<file path="config.mk">
export PLATFORM = sky130hd
export DESIGN_NAME = uart_rx
export DESIGN_NICKNAME = d
export VERILOG_FILES = /design/src/rtl/uart_pkg.sv /design/src/rtl/uart_rx.sv
export SDC_FILE = /design/constraint.sdc
export NUM_CORES = 1
export LEC_CHECK = 0
export CAP_MARGIN = 30
export CORE_MARGIN = 1.5
export CORE_UTILIZATION = 50
export CTS_CLUSTER_DIAMETER = 50
export DETAILED_ROUTE_END_ITERATION = 8
export GPL_TIMING_DRIVEN = 1
export PLACE_DENSITY = 0.74
export SKIP_CTS_REPAIR_TIMING = 1
export SYNTH_ARGS = -nofsm -noshare
export SYNTH_HDL_FRONTEND = slang
export SYNTH_SLANG_ARGS = --single-unit
</file>
<file path="constraint.sdc">
create_clock -name sys_clk -period 1.7 [get_ports sys_clk]
set_input_delay 0.51 -clock sys_clk [delete_from_list [all_inputs] [get_ports sys_clk]]
set_output_delay 0.51 -clock sys_clk [all_outputs]
set_load 0.02 [all_outputs]
</file>
<file path="src/rtl/uart_pkg.sv">
// Shared constants, greeting ROM and FSM state types for the UART echo/greeting block.
package uart_pkg;

    localparam int CLKS_PER_BIT_200M_115200 = 1736;
    localparam int GREET_LEN                = 13;

    // "HELLO ALINX\r\n"
    localparam logic [7:0] GREET_ROM [GREET_LEN] = '{
        8'h48, 8'h45, 8'h4C, 8'h4C, 8'h4F, 8'h20, 8'h41,
        8'h4C, 8'h49, 8'h4E, 8'h58, 8'h0D, 8'h0A
    };

    typedef enum logic [2:0] {
        RX_IDLE,
        RX_START,
        RX_DATA,
        RX_STOP,
        RX_WAIT_HIGH
    } rx_state_t;

    typedef enum logic [1:0] {
        CTL_WAIT,
        CTL_GREET,
        CTL_ECHO
    } ctl_state_t;

endpackage

</file>
<file path="src/rtl/uart_rx.sv">
// 8N1 UART receiver: 2-FF synchronizer, mid-bit sampling FSM, one-cycle rx_valid per good byte.
module uart_rx
    import uart_pkg::*;
#(
    parameter int CLKS_PER_BIT = CLKS_PER_BIT_200M_115200
) (
    input  logic       sys_clk,
    input  logic       rst,
    input  logic       uart_rx,
    output logic [7:0] rx_data,
    output logic       rx_valid
);

    localparam int                CNT_W    = $clog2(CLKS_PER_BIT);
    localparam logic [CNT_W-1:0]  BIT_END  = CNT_W'(CLKS_PER_BIT - 1);
    localparam logic [CNT_W-1:0]  HALF_END = CNT_W'(CLKS_PER_BIT / 2 - 1);

    logic [1:0]       sync_q;
    logic             prev_q;
    logic             line;
    rx_state_t        state_q, state_d;
    logic [CNT_W-1:0] cnt_q, cnt_d;
    logic [2:0]       bit_q, bit_d;
    logic [7:0]       shift_q, shift_d;
    logic             valid_q, valid_d;

    assign line     = sync_q[1];
    assign rx_data  = shift_q;
    assign rx_valid = valid_q;

    always_comb begin
        // NOTE: every value written here gets a default first, so no latch is inferred.
        state_d = state_q;
        cnt_d   = cnt_q + 1'b1;
        bit_d   = bit_q;
        shift_d = shift_q;
        valid_d = 1'b0;
        case (state_q)
            RX_IDLE: begin
                cnt_d = '0;
                if (prev_q && !line) state_d = RX_START;
            end
            RX_START: begin
                if (cnt_q == HALF_END) begin
                    cnt_d   = '0;
                    bit_d   = '0;
                    state_d = line ? RX_IDLE : RX_DATA;
                end
            end
            RX_DATA: begin
                if (cnt_q == BIT_END) begin
                    cnt_d   = '0;
                    shift_d = {line, shift_q[7:1]};
                    bit_d   = bit_q + 1'b1;
                    if (bit_q == 3'd7) state_d = RX_STOP;
                end
            end
            RX_STOP: begin
                if (cnt_q == BIT_END) begin
                    cnt_d = '0;
                    if (line) begin
                        valid_d = 1'b1;
                        state_d = RX_IDLE;
                    end else begin
                        state_d = RX_WAIT_HIGH;
                    end
                end
            end
            RX_WAIT_HIGH: begin
                cnt_d = '0;
                if (line) state_d = RX_IDLE;
            end
            default: state_d = RX_IDLE;
        endcase
    end

    always_ff @(posedge sys_clk) begin
        // NOTE: sequential state is updated with non-blocking assignments only.
        if (rst) begin
            sync_q  <= 2'b11;
            prev_q  <= 1'b1;
            state_q <= RX_IDLE;
            cnt_q   <= '0;
            bit_q   <= '0;
            shift_q <= '0;
            valid_q <= 1'b0;
        end else begin
            sync_q  <= {sync_q[0], uart_rx};
            prev_q  <= line;
            state_q <= state_d;
            cnt_q   <= cnt_d;
            bit_q   <= bit_d;
            shift_q <= shift_d;
            valid_q <= valid_d;
        end
    end

endmodule

</file>
==> impl_metrics.yaml <==
global_routing:
  antenna_found_initial: 0
  grt_pass1_wl_microns: 4120
  grt_max_degree: 15
  overflow: 0
  grt_pass1_vias: 969
  groute.usage.overall_pct: 20.0
sta:
  fin_skew_ns: 0.00757
  timing.hold.ws_ns: 0.420
  hold_violations: 0
  tightest_slew_ns: 0.396
  relSlewSlack_pct: 73.5
  timing.fmax_mhz: 624
  final.period_utilization_pct: 94.3
  rsz0062_at_grt: "no"
  fin_setup_tns_ns: 0
  slew_viol_final: 0
  finalSetupViolCount: 0
  min_period_ns: 1.60
floorplan:
  die_x_microns: 54.4
  coreArea_sq_um: 2500
  die_height_microns: 54.4
  dieArea_sq_um: 2960
  start_util_pct: 52.9
  io_pins: 12
  fp-row-count: 18
synth:
  synth-main-ff-cell: "dfxtp_1"
  ys_types: 37
  syn-num-nets: 152
  synthCells: 146
  yosys.area.top_type: "dfxtp_1"
  ys_seq_area_share_pct: 43.9
  synth_top_cell_area_share_pct: 43.9
  synthTopCellsByCount: "29 x dfxtp_1, 22 x nand2_1, 12 x a21oi_1, 10 x nor2_2"
  synth_area_leaders: "dfxtp_1 44%, nand2_1 6.3%, nor2_2 4.7%"
  synth_edf_count: 0
  synth_seq_cells: 29
  ys_warn_count: 0
  synth_async_sr_flop_share_pct: 0
  syn_avg_cell_area_sq_um: 9.05
  yosysMostFrequentCell: "dfxtp_1"
  syn-cell-area_sq_um: 1320
min_path:
  hp-class: "register to register"
worst_setup_path:
  worst_ep_required_time_ns: 1.93
  cpPeakStageDelay_ns: 0.42
  crit_chain: "or3b_1, o41a_1, o21ai_2, buf_12, nor2_2"
  cp-start-kind: "register"
  arrival_ns: 1.83
  end_kind: "register"
  path_delay_family: "compound AO/OA/AOI/OAI gates"
  crit_path_max_fanout: 11
  crit_buf_inv: 1
  critPathSlowestCell: "o41a_1"
  path_class: "register to register"
cells_and_area:
  nFillCells: 211
  antenna_cells: 0
  syn_to_final_growth_pct: 22.2
  post-route-util_pct: 64.6
  fin_nets: 177
  drive_gt1_share_pct: 22.7
  fin_area_sq_um: 1610
placed_design:
  port_buffers: 11
  hpwl_microns: 1790
  postPlaceCellArea_sq_um: 1530
  gp_congestion: 0.744
pwr:
  power_mw: 1.12
  power_leakage_nw: 0.715
  power_per_cell_area_nw_per_um2: 692
  irDropWorstVdd_mv: 0.605
clocking:
  cts_buffers: 5
  clock-sinks: 29
  htree_levels: 2
  clk_pin_slew_ns: 0.09
  clkLatencyLatePin_ns: 0.34
  clock_path_buffers: 2
  cts_tree: "yes"
  root_buffer: "clkbuf_4"
job:
  max_cap_viol_count: 0
routing:
  drc_errors: 0
  drt_iter0_markers: 10
  firstDrtPassIters: 4
  wl_per_cell_microns: 12.2
  wirelength_microns: 2460
  vias: 1081
  viasPerCell: 5.35
  drtAntennaViolNets: 0
run_status:
  status: "complete, no violations"
worst register-to-register path, stage by stage (launching register included):
cell	delay, ns
dfxtp_1	0.32
or3b_1	0.39
o41a_1	0.42
o21ai_2	0.17
buf_12	0.16
nor2_2	0.05
flip-flops by register name (all words and copies together) (netlist names):
signal / cells
bit_q: 3
cnt_q: 11
state_q: 3
sync_q: 2
prev_q: 1
rx_valid: 1
rx_data: 8
routing by layer:
layer  routed length [microns]  vias to the layer above  track usage (%)
met5                         0                        -                0
met4                        48                        0             8.75
met3                       108                        6             8.20
met2                      1160                       14             31.9
met1                      1140                      504             23.5
li1                          -                      557                -
final timing paths:
kind,from,end,slack [ns],cells after the start
max reg2reg,cnt_q[3]$_SDFF_PP0_,cnt_q[2]$_SDFF_PP0_,0.1,5
min reg2reg,sync_q[0]$_SDFF_PP1_,sync_q[1]$_SDFF_PP1_,0.42,1
min,sync_q[0]$_SDFF_PP1_,sync_q[1]$_SDFF_PP1_,0.42,1
max,cnt_q[3]$_SDFF_PP0_,cnt_q[2]$_SDFF_PP0_,0.1,5
kinds of logic (layout without fill, tap and decap cells):
family	Yosys count	after routing	share of synthesized area, %
simple gates	77	77	33.5
fa+ha+maj	3	3	2.84
xor+xnor	9	9	5.97
buf+inv	9	35	5.02
compound gates	19	19	8.71
flops	29	29	43.9
power breakdown:
group	leakage (nW)	switching (mW)	internal [mW]
Combinational	0.449	0.0166	0.0189
Sequential	0.234	0.00586	0.684
Clock	0.0320	0.235	0.157
Total	0.715	0.257	0.860
stage by stage:
| step | setup slack [ns] | cells |
|---|---|---|
| 2_1_floorplan | 0.0949 | 146 |
| 3_3_place_gp | 0.0949 | 194 |
| 3_5_place_dp | 0.0234 | 194 |
| 4_1_cts | -0.141 | 202 |
| 5_1_grt | 0.0226 | 202 |
| 6_report | 0.0973 | 202 |
cell type report:
| cell class | count | area (sq um) | share of cell area (%) |
|---|---|---|---|
| tap | 30 | 37.5 | 2.33 |
| clock buffer | 6 | 41.3 | 2.56 |
| sequential | 29 | 581 | 36.0 |
| timing repair buffer | 25 | 250 | 15.5 |
| inverter | 2 | 7.51 | 0.465 |
| multi-input combinational | 108 | 687 | 42.6 |
| clock inverter | 2 | 10.0 | 0.620 |
layout by cell type, fill, tap and decap left out, drive strengths merged, types with 2 or more instances in the layout:
cell	count
dfxtp	29
nand4	7
xnor2	4
o21ai	3
clkbuf	6
nand3	7
clkdlybuf4s50	2
or3b	3
nand2	22
or2	3
nor2	16
clkinv	2
nor3b	6
ha	3
dlymetal6s2s	9
a21oi	12
xor2	5
and4	3
buf	14
nor3	3
inv	2
Note: power is estimated with default switching activity, not from simulation.
